[config.mk]
export PLATFORM = sky130hd
export DESIGN_NAME = sync_upcount_ctrl
export DESIGN_NICKNAME = d
export VERILOG_FILES = /design/src/rtl/sync_upcount_ctrl_pkg.sv /design/src/rtl/sync_upcount_ctrl_core.sv /design/src/rtl/sync_upcount_ctrl.sv
export SDC_FILE = /design/constraint.sdc
export NUM_CORES = 1
export LEC_CHECK = 0
export BUFFER_PORTS_ARGS = -buffer_cell sky130_fd_sc_hd__buf_4
export CAP_MARGIN = 20
export CORE_AREA = 2 2 39 41
export DETAILED_ROUTE_END_ITERATION = 8
export DIE_AREA = 0 0 41 43
export GPL_ROUTABILITY_DRIVEN = 0
export HOLD_SLACK_MARGIN = 0.03
export PLACE_DENSITY = 0.7
export SYNTH_ARGS = -nofsm -noshare
export SYNTH_HDL_FRONTEND = slang
export SYNTH_SLANG_ARGS = --single-unit
[constraint.sdc]
create_clock -name clk -period 2.8 [get_ports clk]
set_input_delay 0.28 -clock clk [delete_from_list [all_inputs] [get_ports clk]]
set_output_delay 0.28 -clock clk [all_outputs]
set_load 0.01 [all_outputs]
[src/rtl/sync_upcount_ctrl_pkg.sv]
// Shared definitions for the synchronous up-counter controller.
//   state_t      : run FSM state encoding (2 bits, one code unused)
//   DEF_WIDTH    : default counter width
//   DEF_CLR_VAL  : default clear/restart value
package sync_upcount_ctrl_pkg;

   typedef enum logic [1:0] {
      ST_IDLE = 2'd0,
      ST_RUN  = 2'd1,
      ST_DONE = 2'd2
   } state_t;

   localparam int DEF_WIDTH   = 4;
   localparam int DEF_CLR_VAL = 0;

endpackage

[src/rtl/sync_upcount_ctrl_core.sv]
// upcount_core: WIDTH-bit count register with clear/load/increment/hold
// controls (priority in that order) and an unsigned >= terminal compare.
//   clk, reset      : clock, async active-low reset (count -> CLR_VAL)
//   clr_i           : force CLR_VAL
//   ld_i            : load load_val_i
//   inc_i           : count + 1 (modulo 2^WIDTH)
//   load_val_i      : load value
//   max_val_i       : terminal value
//   count_o         : registered count
//   at_term_o       : count_o >= max_val_i
module upcount_core
   import sync_upcount_ctrl_pkg::*;
#(
   parameter int               WIDTH   = DEF_WIDTH,
   parameter logic [WIDTH-1:0] CLR_VAL = WIDTH'(DEF_CLR_VAL)
) (
   input  logic             clk,
   input  logic             reset,
   input  logic             clr_i,
   input  logic             ld_i,
   input  logic             inc_i,
   input  logic [WIDTH-1:0] load_val_i,
   input  logic [WIDTH-1:0] max_val_i,
   output logic [WIDTH-1:0] count_o,
   output logic             at_term_o
);

   logic [WIDTH-1:0] count_q, count_d;

   always_comb begin
      count_d = count_q;
      if (clr_i)      count_d = CLR_VAL;
      else if (ld_i)  count_d = load_val_i;
      else if (inc_i) count_d = count_q + WIDTH'(1);
   end

   always_ff @(posedge clk or negedge reset) begin
      if (!reset) count_q <= CLR_VAL;
      else        count_q <= count_d;
   end

   assign count_o   = count_q;
   // >= rather than == so a max_val lowered below the count cannot run away
   assign at_term_o = (count_q >= max_val_i);

endmodule

[src/rtl/sync_upcount_ctrl.sv]
// sync_upcount_ctrl: up-counter with programmable terminal value, load,
// enable, synchronous clear and free-run / one-shot modes.
//   clk, reset : rising-edge clock, async active-low reset
//   en         : count enable (only effective in RUN)
//   start      : IDLE->RUN, or DONE->RUN restarting from CLR_VAL
//   clear      : counter <= CLR_VAL, state <= IDLE
//   load       : counter <= load_val
//   max_val    : terminal value
//   oneshot    : 1 = stop at terminal (DONE), 0 = wrap to CLR_VAL
//   counter    : registered count
//   carry_out  : combinational ripple carry, RUN & en & counter >= max_val
//   busy, done : registered state decodes (RUN, DONE)
module sync_upcount_ctrl
   import sync_upcount_ctrl_pkg::*;
#(
   parameter int               WIDTH   = DEF_WIDTH,
   parameter logic [WIDTH-1:0] CLR_VAL = WIDTH'(DEF_CLR_VAL)
) (
   input  logic             clk,
   input  logic             reset,
   input  logic             en,
   input  logic             start,
   input  logic             clear,
   input  logic             load,
   input  logic [WIDTH-1:0] load_val,
   input  logic [WIDTH-1:0] max_val,
   input  logic             oneshot,
   output logic [WIDTH-1:0] counter,
   output logic             carry_out,
   output logic             busy,
   output logic             done
);

   state_t state_q;
   logic   busy_q, done_q;
   logic   at_term;
   logic   run_term;
   logic   core_clr, core_ld, core_inc;

   assign run_term = (state_q == ST_RUN) && en && at_term;

   // Clear also covers the DONE restart and the free-run wrap; a load in the
   // same cycle wins over both (loaded value is kept on a start from DONE).
   assign core_clr = clear
                   || (!load && (state_q == ST_DONE) && start)
                   || (!load && run_term && !oneshot);
   assign core_ld  = load;
   assign core_inc = (state_q == ST_RUN) && en && !at_term;

   upcount_core #(
      .WIDTH   (WIDTH),
      .CLR_VAL (CLR_VAL)
   ) u_core (
      .clk        (clk),
      .reset      (reset),
      .clr_i      (core_clr),
      .ld_i       (core_ld),
      .inc_i      (core_inc),
      .load_val_i (load_val),
      .max_val_i  (max_val),
      .count_o    (counter),
      .at_term_o  (at_term)
   );

   always_ff @(posedge clk or negedge reset) begin
      if (!reset) begin
         state_q <= ST_IDLE;
         busy_q  <= 1'b0;
         done_q  <= 1'b0;
      end else if (clear) begin
         state_q <= ST_IDLE;
         busy_q  <= 1'b0;
         done_q  <= 1'b0;
      end else begin
         case (state_q)
            ST_IDLE: if (start) begin
               state_q <= ST_RUN;
               busy_q  <= 1'b1;
            end
            // a load suppresses counting, so it also suppresses termination
            ST_RUN: if (!load && run_term && oneshot) begin
               state_q <= ST_DONE;
               busy_q  <= 1'b0;
               done_q  <= 1'b1;
            end
            ST_DONE: if (start) begin
               state_q <= ST_RUN;
               busy_q  <= 1'b1;
               done_q  <= 1'b0;
            end
            default: begin
               state_q <= ST_IDLE;
               busy_q  <= 1'b0;
               done_q  <= 1'b0;
            end
         endcase
      end
   end

   assign carry_out = run_term;
   assign busy      = busy_q;
   assign done      = done_q;

endmodule
# After elaboration in Yosys (flattened, before gate mapping)
# Index checks and enable logic that the tools add are counted.
# word_totals
regBits	8
in_bits	15
out_inout_bits	7
wordCells	45
# op_classes
add_sub_neg	1
magnitude_cmp	1
eq_ne	6
mux	15
reduce_logical	18
# ops
operator	count
4-bit two-way mux	3
1-bit logical AND	8
1-bit two-way mux	6
2-bit two-way mux	3
4-bit by 1-bit adder with 4-bit output, second input constant	1
4-bit >= comparator	1
2-bit one-hot mux with 2 select lines	1
1-bit zero test	3
3-bit by 1-bit inequality test with 1-bit output, second input constant	1
3-bit by 2-bit inequality test with 1-bit output, second input constant	1
3-bit inequality test, second input constant	1
1-bit one-hot mux with 3 select lines	1
3-bit AND reduction	1
3-bit nonzero test	1
2-bit by 1-bit equality test with 1-bit output, second input constant	1
2-bit equality test, second input constant	1
2-bit zero test	1
1-bit logical OR	2
2-bit inequality test, second input constant	1
1-bit one-hot mux with 2 select lines	1
2-bit AND reduction	1
2-bit OR reduction	1

# Logic depth before layout (Yosys ltp)
# Gate-level depths: netlist of the first run.
# logic_depth
ltp_word	8
ltp_mapped	7
mapped_depth_nobuf	7

# By module
# A second synthesis of the first run with hierarchy kept.
# unflattened
hier_cells	54
hier_area_um2	510.5
# modules_own_cells
mod	n_inst	cells_each	area_per_inst_um2	seq_area_each_um2
upcount_core	1	35	315.3	100.1
sync_upcount_ctrl	1	19	195.2	75.1

# Worst setup path after synthesis of the first run
# OpenSTA, ideal clock, no wires.
# synth_timing
kind	reg2reg
from	reg u_core.count_q[0], in the netlist u_core.count_o[0]
to	reg done_q, in the netlist done
setup_time_ps	87
arrival_time_ps	1644
required_time_ps	2713
path_slack_ps	1070
path_stages_with_launch	8
path_buffers	0
period_less_slack_ps	1730
path_cell_list	dfrtp_1 > inv_1 > ha_1 > nor3b_2 > o21a_4 > o311ai_4 > a21oi_2 > a211oi_2
# synth_via
elab_chain_cells	6
# synth_rtl
element	line	text
from (decl)	sync_upcount_ctrl_core.sv:28	logic [WIDTH-1:0] count_q, count_d;
from (signal assigned)	sync_upcount_ctrl_core.sv:39	else count_q <= count_d;
4-bit >= comparator	sync_upcount_ctrl_core.sv:44	assign at_term_o = (count_q >= max_val_i);
1-bit logical AND	sync_upcount_ctrl.sv:40	assign run_term = (state_q == ST_RUN) && en && at_term;
1-bit logical AND (2 in a row)	sync_upcount_ctrl.sv:81	ST_RUN: if (!load && run_term && oneshot) begin
3-bit by 2-bit inequality test with 1-bit output (no source line)	n/a	
3-bit AND reduction (no source line)	n/a	
to (signal assigned)	sync_upcount_ctrl.sv:84	done_q <= 1'b1;
to (signal assigned)	sync_upcount_ctrl.sv:89	done_q <= 1'b0;
to (signal assigned)	sync_upcount_ctrl.sv:94	done_q <= 1'b0;
to (decl)	sync_upcount_ctrl.sv:35	logic busy_q, done_q;
# Every way passes these cells.
# A chain may end at the register's enable or synchronous reset.

# Worst setup path in the final report of the first run
# layout_timing
from	reg u_core.count_q[0], in the netlist u_core.count_o[0]
to	out carry_out
# layout_via
elab_chain_cells	2
# layout_rtl
element	line	text
4-bit >= comparator	sync_upcount_ctrl_core.sv:44	
1-bit logical AND	sync_upcount_ctrl.sv:40	
to (decl)	sync_upcount_ctrl.sv:29	output logic carry_out,
# Every way passes these cells.

==> results of run 1 <==
-- area by class of cell --
class | count | area, um^2
timing repair buffer | 22 | 167.7
inverter | 8 | 30.03
clock buffer | 3 | 22.52
fill | 127 | 579.3
tap | 16 | 20.02
sequential | 8 | 200.2
multi-input combinational | 44 | 364.1
-- what timing repair did --
item | CTS | global route
resized for setup | 0 | 0
setup buffers | 0 | 0
hold buffers | 1 | 0
endpoints found under the hold margin | 8 | 0
-- worst min-delay path by stage --
stage                     startpoint                     end  slack [ns]  depth (start not counted)
after floorplan                reset        busy$_DFFE_PN0P_       -0.02                          0
after global placement         reset  state_q[1]$_DFFE_PN0P_        0.10                          1
after detailed placement       reset        done$_DFFE_PN0P_        0.11                          1
after CTS                      clear        done$_DFFE_PN0P_        0.19                          2
after global routing           clear        done$_DFFE_PN0P_        0.19                          2
final                          clear        done$_DFFE_PN0P_        0.20                          2
-- synthesized netlist by cell type (all sizes together) --
cell    n  area share (%)
o21a    1             2.5
nand2   6             3.8
o211ai  2             3.4
ha      5              11
o311ai  1             4.4
and3b   1             1.5
xnor2   3             4.4
o41ai   1             4.6
dfrtp   8              34
a41oi   1             1.5
nor3b   1             2.1
a211oi  4             6.7
a21oi   5             4.8
o21ai   1            0.84
and3    1             1.3
a22oi   1             1.3
nand3   1            0.84
nor2    8             5.1
mux2i   1             1.7
inv     8             5.1
-- stage by stage --
stage,power [mW],hold slack [ns]
floorplan,0.2054,-0.01559
global placement,0.2487,0.1028
detailed placement,0.2510,0.1056
CTS,0.3414,0.1929
global route,0.3626,0.1892
finish,0.3374,0.1988
-- sequential cells by signal (all words and copies together) (netlist names) --
name            count
busy                1
done                1
state_q             2
u_core.count_o      4
-- metal layers --
metal	share of wire (%)	track usage, %	vias to the layer above	routed length (um)
li1	-	-	267	-
met1	50	21.81	211	611
met2	44	23.44	13	528
met3	4.5	4.712	2	54
met4	1.2	14.00	0	15
met5	0	0	-	0
-- cells by family after synthesis --
logic type      after synthesis  share of synthesized area [%]
flops                         8                          33.68
buf+inv                       8                          5.053
fa+ha+maj                     5                          10.53
simple gates                 18                          14.53
xor+xnor                      3                          4.422
compound gates               17                          30.10
mux                           1                          1.684
-- critical path, delay by kind of cell, from the launching register on --
family | cells | cell delay [ns]
AO/OA/AOI/OAI | 1 | 0.20
flip-flops | 1 | 0.43
buffers and inverters | 2 | 0.21
adder cells (fa/ha/maj) | 1 | 0.28
AND/OR/NAND/NOR | 2 | 0.27
-- power by group --
group / internal, mW / switching, mW
Sequential: 0.127 / 0.0128
Clock: 0.0490 / 0.0389
Combinational: 0.0555 / 0.0539
==> impl_table.tex, run 1 <==
\begin{tabular}{lr}
\hline
Metric & Value \\
\hline
\multicolumn{2}{l}{\textbf{Layout}} \\
Area growth, synth to finish & 35.37\% \\
Antenna diodes & 0 \\
Share of the core filled with cells in the final layout & between 50\% and 60\% \\
Leading cell type in the layout, fill and taps excluded & sky130\_fd\_sc\_hd\_\_buf\_4 \\
Non-filler cells in the finished layout & 101 \\
Net total in the final layout & 107 \\
Final non-filler cell area & around 800 um\^{}2 \\
Layout cell share with drive strength beyond 1 & about two fifths \\
Commonest non-fill, non-tap cells in the layout & sky130\_fd\_sc\_hd\_\_buf\_4, sky130\_fd\_sc\_hd\_\_inv\_1, sky130\_fd\_sc\_hd\_\_nor2\_1, sky130\_fd\_sc\_hd\_\_dfrtp\_1, sky130\_fd\_sc\_hd\_\_nand2\_1 \\
\multicolumn{2}{l}{\textbf{Placed design}} \\
Post-place instance area & between 700 and 800 um\^{}2 \\
Pre-CTS setup slack & 1.010 ns \\
Count of buffers from port buffering & 21 \\
HPWL Detailed & about 960 um \\
Post-placement cell count & 97 \\
\multicolumn{2}{l}{\textbf{Pwr}} \\
Total power divided by cell area & roughly 420 mW/mm\^{}2 \\
Peak supply drop & 0.0002828 V \\
Leakage & 0.4002 nW \\
\multicolumn{2}{l}{\textbf{Yosys}} \\
Yosys warnings & 0 \\
Post-synthesis register bit count & 8 \\
Yosys cell types & 23 \\
Post-Synthesis Net Count & 80 \\
Cell area after synthesis & around 590 um\^{}2 \\
Instance count of the mapped netlist & 60 \\
Avg Synthesized Cell Area & about 10 um\^{}2 \\
Share of synthesized area occupied by flip-flops and latches & between 30\% and 40\% \\
\multicolumn{2}{l}{\textbf{CTS}} \\
Sink count of the clock tree & 8 \\
Worst-skew pair later-pin latency & between 0.2 and 0.3 ns \\
CTS max path bufs & 2 \\
Root cell of the clock tree & sky130\_fd\_sc\_hd\_\_clkbuf\_4 \\
Number of CTS-inserted buffers & 3 \\
CTS tree & yes \\
H-tree depth & 1 \\
CTS clock-pin slew for the worst setup and hold paths & 0.05 ns \\
\multicolumn{2}{l}{\textbf{Routing}} \\
Residual antenna-violating net count after detailed routing & 0 \\
Total detailed-routing wirelength & between 1000 and 1500 um \\
Vias per inst & around 4.9 \\
Pre-antenna DRT Iters & 4 \\
Iteration-0 DRC Markers & 5 \\
Via total after detailed routing & between 400 and 500 \\
Count of unresolved DRC violations after routing & 0 \\
Wire length per cell & around 12 um \\
\multicolumn{2}{l}{\textbf{Worst hold path}} \\
Class of the most critical hold timing path & input pin to flip-flop \\
\multicolumn{2}{l}{\textbf{Setup path}} \\
Maximum fanout encountered on the critical timing path & 5 \\
CP Class & flip-flop to primary output \\
Critical path data arrival time & between 1.5 and 2 ns \\
Crit-path slowest cell & sky130\_fd\_sc\_hd\_\_dfrtp\_1 \\
Critical path endpoint & carry\_out \\
Cell-by-cell trace of the critical path & inv\_1, ha\_1, nor3b\_2, o21a\_4, nor2\_1, buf\_4 \\
Biggest cell delay along the critical path & about 0.43 ns \\
Startpoint type of the worst setup path & flip-flop \\
Critical Path RT & $\sim$2.5 ns \\
Worst r2r path cells & 7 \\
Reg2reg setup slack & around 0.99 ns \\
Launching point of the worst reg2reg path & u\_core.count\_o[0]\$\_DFFE\_PN0P\_ \\
Startpoint of the most critical setup path & u\_core.count\_o[0]\$\_DFFE\_PN0P\_ \\
Kind of end point of the critical path & primary output \\
Worst reg2reg endpoint & done\$\_DFFE\_PN0P\_ \\
\multicolumn{2}{l}{\textbf{STA}} \\
Unrepaired setup endpoints after global routing & no \\
Final-report setup violation count & 0 \\
Min setup slack post-route & 0.8825 ns \\
Minimum clock period after layout & 1.917 ns \\
Worst slew pin tran & roughly 0.4 ns \\
Total count of hold-check failures in the final report & 0 \\
Worst Skew & $\sim$0.0017 ns \\
Final TNS setup & 0 ns \\
Rel. slew slack & 73.21\% \\
Maximum clock frequency & approximately 0.52 GHz \\
Period Utilization, post-route & about 68\% \\
Final count of pins violating max slew & 0 \\
\multicolumn{2}{l}{\textbf{Floorplan}} \\
Initial standard-cell utilization of the core & between 40\% and 50\% \\
Number of top-level design ports & 22 \\
Total Die Area & approximately 0.0018 mm\^{}2 \\
Die width & between 40 and 50 um \\
Number of rows created at floorplan & 14 \\
Die Y-Extent & between 40 and 50 um \\
Core Region & around 0.0014 mm\^{}2 \\
\multicolumn{2}{l}{\textbf{Global route}} \\
Gr ovfl total & 0 \\
Overall Global Routing Usage & 17.29\% \\
Via count of the first global-routing pass & about 470 \\
Wire length of the first global-routing pass & 1932 um \\
Initial antenna violation count & 0 \\
Largest net degree at the start of global routing & 9 \\
\multicolumn{2}{l}{\textbf{Run}} \\
Max Cap Violations & 0 \\
\multicolumn{2}{l}{\textbf{Run status}} \\
Status & finished, final reports clean \\
\hline
\end{tabular}
Power figures use the tool's default switching activity.
==> run 2, diff against run 1 <==
- clock period: 2.8 -> 1.88 ns (I/O delays scaled with it)
==> run 2 against run 1 <==
  * Utilization is 1.6 points higher
  * Register-to-register slack worse by 0.90 ns
  * Critical endpoint is now done$_DFFE_PN0P_
  * Highest routed layer unchanged
  * Die area stayed put
  * Sequential power is 47% higher
  * Critical path type is now flip-flop to flip-flop
==> impl_table.tex, run 2 (same netlist as run 1, synthesis figures left out) <==
\begin{tabular}{lr}
\hline
Metric & Value \\
\hline
\multicolumn{2}{l}{\textbf{Run status}} \\
Status & finished, final reports clean \\
\multicolumn{2}{l}{\textbf{STA}} \\
Final TNS setup & 0 ns \\
Rel. slew slack & roughly three quarters \\
Period Utilization, post-route & a little over nine tenths \\
Maximum clock frequency & around 0.56 GHz \\
Final count of pins violating max slew & 0 \\
Min setup slack post-route & about 0.086 ns \\
Total count of hold-check failures in the final report & 0 \\
Final-report setup violation count & 0 \\
Worst Skew & $\sim$0.0026 ns \\
Unrepaired setup endpoints after global routing & no \\
Minimum clock period after layout & 1.794 ns \\
Worst slew pin tran & between 0.3 and 0.4 ns \\
\multicolumn{2}{l}{\textbf{Layout}} \\
Commonest non-fill, non-tap cells in the layout & sky130\_fd\_sc\_hd\_\_buf\_4, sky130\_fd\_sc\_hd\_\_inv\_1, sky130\_fd\_sc\_hd\_\_nor2\_1, sky130\_fd\_sc\_hd\_\_dfrtp\_1, sky130\_fd\_sc\_hd\_\_nand2\_1 \\
Largest register FFs & 4 \\
Filler Cells Inserted & 124 \\
Layout cell share with drive strength beyond 1 & around two fifths \\
Area growth, synth to finish & 39.16\% \\
Net total in the final layout & 110 \\
Leading cell type in the layout, fill and taps excluded & sky130\_fd\_sc\_hd\_\_buf\_4 \\
Antenna diodes & 0 \\
Non-filler cells in the finished layout & about 100 \\
Final non-filler cell area & between 800 and 900 um\^{}2 \\
\multicolumn{2}{l}{\textbf{Pwr}} \\
Power Total & between 0.5 and 0.6 mW \\
Total power divided by cell area & approximately 620 mW/mm\^{}2 \\
Leakage & 0.4158 nW \\
Peak supply drop & about 0.0004 V \\
\multicolumn{2}{l}{\textbf{Global route}} \\
Overall Global Routing Usage & 16.92\% \\
Initial antenna violation count & 0 \\
Wire length of the first global-routing pass & 1980 um \\
Largest net degree at the start of global routing & 9 \\
Via count of the first global-routing pass & a little under 500 \\
Gr ovfl total & 0 \\
\multicolumn{2}{l}{\textbf{CTS}} \\
Root cell of the clock tree & sky130\_fd\_sc\_hd\_\_clkbuf\_4 \\
CTS max path bufs & 2 \\
H-tree depth & 1 \\
Number of CTS-inserted buffers & 3 \\
Sink count of the clock tree & 8 \\
CTS tree & yes \\
CTS clock-pin slew for the worst setup and hold paths & approximately 0.050 ns \\
Worst-skew pair later-pin latency & roughly 0.25 ns \\
\multicolumn{2}{l}{\textbf{Routing}} \\
Metal-1 WL & $\sim$580 um \\
Vias per inst & between 4 and 5 \\
Detailed route wirelength on metal2 & about 530 um \\
DR top layer & met4 \\
Total detailed-routing wirelength & $\sim$1200 um \\
Via total after detailed routing & about 500 \\
Iteration-0 DRC Markers & 4 \\
Detailed route wirelength on metal3 & between 50 and 60 um \\
Wire length per cell & 11.35 um \\
Pre-antenna DRT Iters & 4 \\
Residual antenna-violating net count after detailed routing & 0 \\
Count of unresolved DRC violations after routing & 0 \\
\multicolumn{2}{l}{\textbf{Setup path}} \\
Reg2reg setup slack & around 0.086 ns \\
Worst reg2reg endpoint & done\$\_DFFE\_PN0P\_ \\
Launching point of the worst reg2reg path & u\_core.count\_o[3]\$\_DFFE\_PN0P\_ \\
CP Class & flip-flop to flip-flop \\
Cell-by-cell trace of the critical path & ha\_1, o211ai\_2, o21a\_4, o311ai\_4, a21oi\_2, a211oi\_2 \\
Startpoint type of the worst setup path & flip-flop \\
Crit-path slowest cell & sky130\_fd\_sc\_hd\_\_dfrtp\_1 \\
Critical path data arrival time & between 1.5 and 2 ns \\
Critical Path RT & 2.04 ns \\
Kind of end point of the critical path & flip-flop \\
Biggest cell delay along the critical path & around 0.4 ns \\
Crit path buffers/inverters & 0 \\
Maximum fanout encountered on the critical timing path & 5 \\
Worst r2r path cells & 6 \\
Cell family with most CP delay & compound AO/OA/AOI/OAI gates \\
\multicolumn{2}{l}{\textbf{Worst hold path}} \\
Class of the most critical hold timing path & input pin to flip-flop \\
Worst hold path stage count & 2 \\
Hold path startpoint & clear \\
Endpoint with the worst hold slack & done\$\_DFFE\_PN0P\_ \\
\multicolumn{2}{l}{\textbf{Placed design}} \\
Post-placement cell count & 100 \\
Pre-CTS setup slack & 0.1200 ns \\
HPWL Detailed & just over 1000 um \\
Count of buffers from port buffering & 21 \\
Post-place instance area & 794.5 um\^{}2 \\
\multicolumn{2}{l}{\textbf{Floorplan}} \\
Initial standard-cell utilization of the core & a little over two fifths \\
Core Region & about 0.0014 mm\^{}2 \\
Die width & between 40 and 50 um \\
Total Die Area & $\sim$0.0018 mm\^{}2 \\
Die Y-Extent & about 43 um \\
Number of top-level design ports & 22 \\
Number of rows created at floorplan & 14 \\
\multicolumn{2}{l}{\textbf{Run}} \\
Max Cap Violations & 0 \\
\hline
\end{tabular}
run 2: cell types whose count changed in the layout (fill, tap and decap cells not counted):
cell                    before  now
sky130_fd_sc_hd__buf_4      21   24
run 2: cell type report:
class	count	area (um^2)	area share (%)
inverters	8	30.03	3.631
clock buffers	3	22.52	2.723
multi-input cells	44	364.1	44.02
flip-flops and latches	8	200.2	24.21
well taps	16	20.02	2.421
repair buffers	25	190.2	23.00
run 2: power by group:
part	switching, mW	leakage, nW	total [mW]	internal (mW)
Clock	0.0544	0.0138	0.127	0.0728
Sequential	0.0160	0.105	0.206	0.190
Combinational	0.0854	0.297	0.176	0.0904
Total	0.156	0.416	0.509	0.353
run 2: how the worst max path moves through the flow:
stage                             startpoint                       endpoint  slack, ns  cells after the start
5_1_grt        u_core.count_o[2]$_DFFE_PN0P_  u_core.count_o[3]$_DFFE_PN0P_      0.006                      6
4_1_cts        u_core.count_o[2]$_DFFE_PN0P_               done$_DFFE_PN0P_        0.1                      6
6_report       u_core.count_o[3]$_DFFE_PN0P_               done$_DFFE_PN0P_       0.09                      6
2_1_floorplan  u_core.count_o[0]$_DFFE_PN0P_               done$_DFFE_PN0P_       0.15                      7
3_3_place_gp   u_core.count_o[3]$_DFFE_PN0P_               done$_DFFE_PN0P_       0.15                      6
3_5_place_dp   u_core.count_o[2]$_DFFE_PN0P_               done$_DFFE_PN0P_       0.12                      6
run 2: through the flow:
step           util [%]  hold WS (ns)
3_3_place_gp      57.41      0.009916
4_1_cts           59.76        0.1006
6_report          59.76        0.1131
2_1_floorplan         -       -0.1076
3_5_place_dp      57.41       0.01182
5_1_grt           59.76        0.1031
run 2: what timing repair did:
item | CTS | global route
buffers inserted | 0 | 0
endpoints found under the hold margin | 8 | 0
gates resized for setup | 0 | 0
hold buffers | 1 | 0
run 2: routing by layer:
metal  vias up  track usage, %
met1       213           23.99
met5         -               0
li1        272               -
met4         0           12.00
met2        11           22.81
met3         2           2.094
==> run 3, diff against run 2 <==
- RECOVER_POWER: unset -> 25
==> run 3 against run 2 <==
  * Sequential share of layout area up 0.11 points
  * Hold slack about the same
  * Routed wire length down 0.25%
  * Setup slack about the same
  * Power down 0.22%
  * Critical path depth unchanged
==> impl_table.tex, run 3 (same netlist as run 1, synthesis figures left out) <==
\begin{tabular}{lr}
\hline
Metric & Value \\
\hline
\multicolumn{2}{l}{\textbf{Layout}} \\
Largest register FFs & 4 \\
Final non-filler cell area & around 800 um\^{}2 \\
Net total in the final layout & between 100 and 150 \\
Filler Cells Inserted & between 100 and 150 \\
Layout cell share with drive strength beyond 1 & approximately 40\% \\
Leading cell type in the layout, fill and taps excluded & sky130\_fd\_sc\_hd\_\_buf\_4 \\
Antenna diodes & 0 \\
Area growth, synth to finish & 38.53\% \\
Commonest non-fill, non-tap cells in the layout & sky130\_fd\_sc\_hd\_\_buf\_4, sky130\_fd\_sc\_hd\_\_inv\_1, sky130\_fd\_sc\_hd\_\_nor2\_1, sky130\_fd\_sc\_hd\_\_dfrtp\_1, sky130\_fd\_sc\_hd\_\_nand2\_1 \\
\multicolumn{2}{l}{\textbf{Placed design}} \\
HPWL Detailed & between 1000 and 1500 um \\
Count of buffers from port buffering & 21 \\
Post-place instance area & roughly 790 um\^{}2 \\
\multicolumn{2}{l}{\textbf{Floorplan}} \\
Total Die Area & around 0.0018 mm\^{}2 \\
Number of rows created at floorplan & 14 \\
Core Region & approximately 0.0014 mm\^{}2 \\
Die width & between 40 and 50 um \\
Die Y-Extent & between 40 and 50 um \\
Initial standard-cell utilization of the core & 42.95\% \\
Number of top-level design ports & 22 \\
\multicolumn{2}{l}{\textbf{STA}} \\
Maximum clock frequency & around 0.56 GHz \\
Unrepaired setup endpoints after global routing & no \\
Rel. slew slack & a little under three quarters \\
Final-report setup violation count & 0 \\
Minimum clock period after layout & 1.794 ns \\
Worst slew pin tran & 0.4324 ns \\
Total count of hold-check failures in the final report & 0 \\
Final count of pins violating max slew & 0 \\
Period Utilization, post-route & between 90\% and 100\% \\
Worst Skew & 0.002769 ns \\
Final TNS setup & 0 ns \\
\multicolumn{2}{l}{\textbf{Pwr}} \\
Leakage & between 0.4 and 0.5 nW \\
Total power divided by cell area & between 600 and 700 mW/mm\^{}2 \\
Peak supply drop & about 0.00041 V \\
\multicolumn{2}{l}{\textbf{Global route}} \\
Overall Global Routing Usage & 16.92\% \\
Initial antenna violation count & 0 \\
Largest net degree at the start of global routing & 9 \\
Gr ovfl total & 0 \\
Via count of the first global-routing pass & between 400 and 500 \\
Wire length of the first global-routing pass & 1980 um \\
\multicolumn{2}{l}{\textbf{Setup path}} \\
Startpoint type of the worst setup path & flip-flop \\
Maximum fanout encountered on the critical timing path & 5 \\
CP Class & flip-flop to flip-flop \\
Critical path data arrival time & about 2 ns \\
Reg2reg setup slack & 0.09 ns \\
Critical Path RT & 2.04 ns \\
Kind of end point of the critical path & flip-flop \\
\multicolumn{2}{l}{\textbf{Routing}} \\
Wire length per cell & approximately 11 um \\
Vias per inst & between 4 and 5 \\
Via total after detailed routing & 500 \\
Count of unresolved DRC violations after routing & 0 \\
Pre-antenna DRT Iters & 4 \\
DR top layer & met4 \\
Residual antenna-violating net count after detailed routing & 0 \\
Iteration-0 DRC Markers & 4 \\
Detailed route wirelength on metal2 & about 530 um \\
Detailed route wirelength on metal3 & between 50 and 60 um \\
Total detailed-routing wirelength & approximately 1200 um \\
Metal-1 WL & approximately 580 um \\
\multicolumn{2}{l}{\textbf{CTS}} \\
Sink count of the clock tree & 8 \\
Number of CTS-inserted buffers & 3 \\
CTS tree & yes \\
Root cell of the clock tree & sky130\_fd\_sc\_hd\_\_clkbuf\_4 \\
H-tree depth & 1 \\
Worst-skew pair later-pin latency & $\sim$0.25 ns \\
CTS max path bufs & 2 \\
CTS clock-pin slew for the worst setup and hold paths & $\sim$0.05 ns \\
\multicolumn{2}{l}{\textbf{Run}} \\
Max Cap Violations & 0 \\
\multicolumn{2}{l}{\textbf{Worst hold path}} \\
Class of the most critical hold timing path & input pin to flip-flop \\
\multicolumn{2}{l}{\textbf{Run status}} \\
Status & finished, final reports clean \\
\hline
\end{tabular}
## run 3: cell types whose count changed in the layout (fill, tap and decap cells not counted)
cell | previous run | this run
sky130_fd_sc_hd__clkbuf_1 | 0 | 1
sky130_fd_sc_hd__buf_4 | 24 | 23
## run 3: stage by stage
step                      util (%)  power, mW  std cells  hold slack [ns]  worst slack, ns
after detailed placement     57.41     0.3836        100          0.01182           0.1200
after global routing         59.49     0.5441        104           0.1031         0.006005
final                        59.49     0.5077        104           0.1133          0.08620
after floorplan                  -     0.3059         60          -0.1076           0.1495
after global placement       57.41     0.3812        100         0.009916           0.1540
after CTS                    59.76     0.5173        104           0.1006          0.09942
## run 3: worst paths after layout
check	to	cells past startpoint	start
worst max-delay path	done$_DFFE_PN0P_	6	u_core.count_o[3]$_DFFE_PN0P_
worst min-delay path	done$_DFFE_PN0P_	2	clear
worst max register to register	done$_DFFE_PN0P_	6	u_core.count_o[3]$_DFFE_PN0P_
worst min register to register	done$_DFFE_PN0P_	1	state_q[1]$_DFFE_PN0P_
max in group asynchronous	busy$_DFFE_PN0P_	2	reset
min in group asynchronous	u_core.count_o[0]$_DFFE_PN0P_	2	reset
## run 3: area by class of cell
cell class | count | area [um^2] | share of cell area [%]
multi-input combinational | 44 | 364.1 | 44.22
sequential | 8 | 200.2 | 24.32
timing repair buffer | 25 | 186.4 | 22.64
inverter | 8 | 30.03 | 3.647
clock buffer | 3 | 22.52 | 2.736
tap | 16 | 20.02 | 2.432
## run 3: timing repair
item                      CTS  global route
hold buffers                1             0
hold endpoints to repair    8             0
resized for setup           0             0
buffers inserted            0             0
## run 3: report_power, final
group	total (mW)	leakage (nW)	internal [mW]	switching [mW]
clock	0.127	0.0138	0.0728	0.0543
combinational	0.175	0.294	0.0895	0.0854
sequential	0.206	0.105	0.190	0.0160
## run 3: per-layer routing
layer / up-vias / global-route usage (%)
met2: 11 / 22.81
met1: 215 / 23.99
met4: 0 / 12.00
met5: - / 0
met3: 2 / 2.094
li1: 272 / -
## run 3: worst max-delay path: stages, from the launching register on
cell and delay [ns]:
sky130_fd_sc_hd__dfrtp_1 0.40, sky130_fd_sc_hd__ha_1 0.32, sky130_fd_sc_hd__o211ai_2 0.10, sky130_fd_sc_hd__o21a_4 0.24, sky130_fd_sc_hd__o311ai_4 0.36, sky130_fd_sc_hd__a21oi_2 0.10, sky130_fd_sc_hd__a211oi_2 0.19
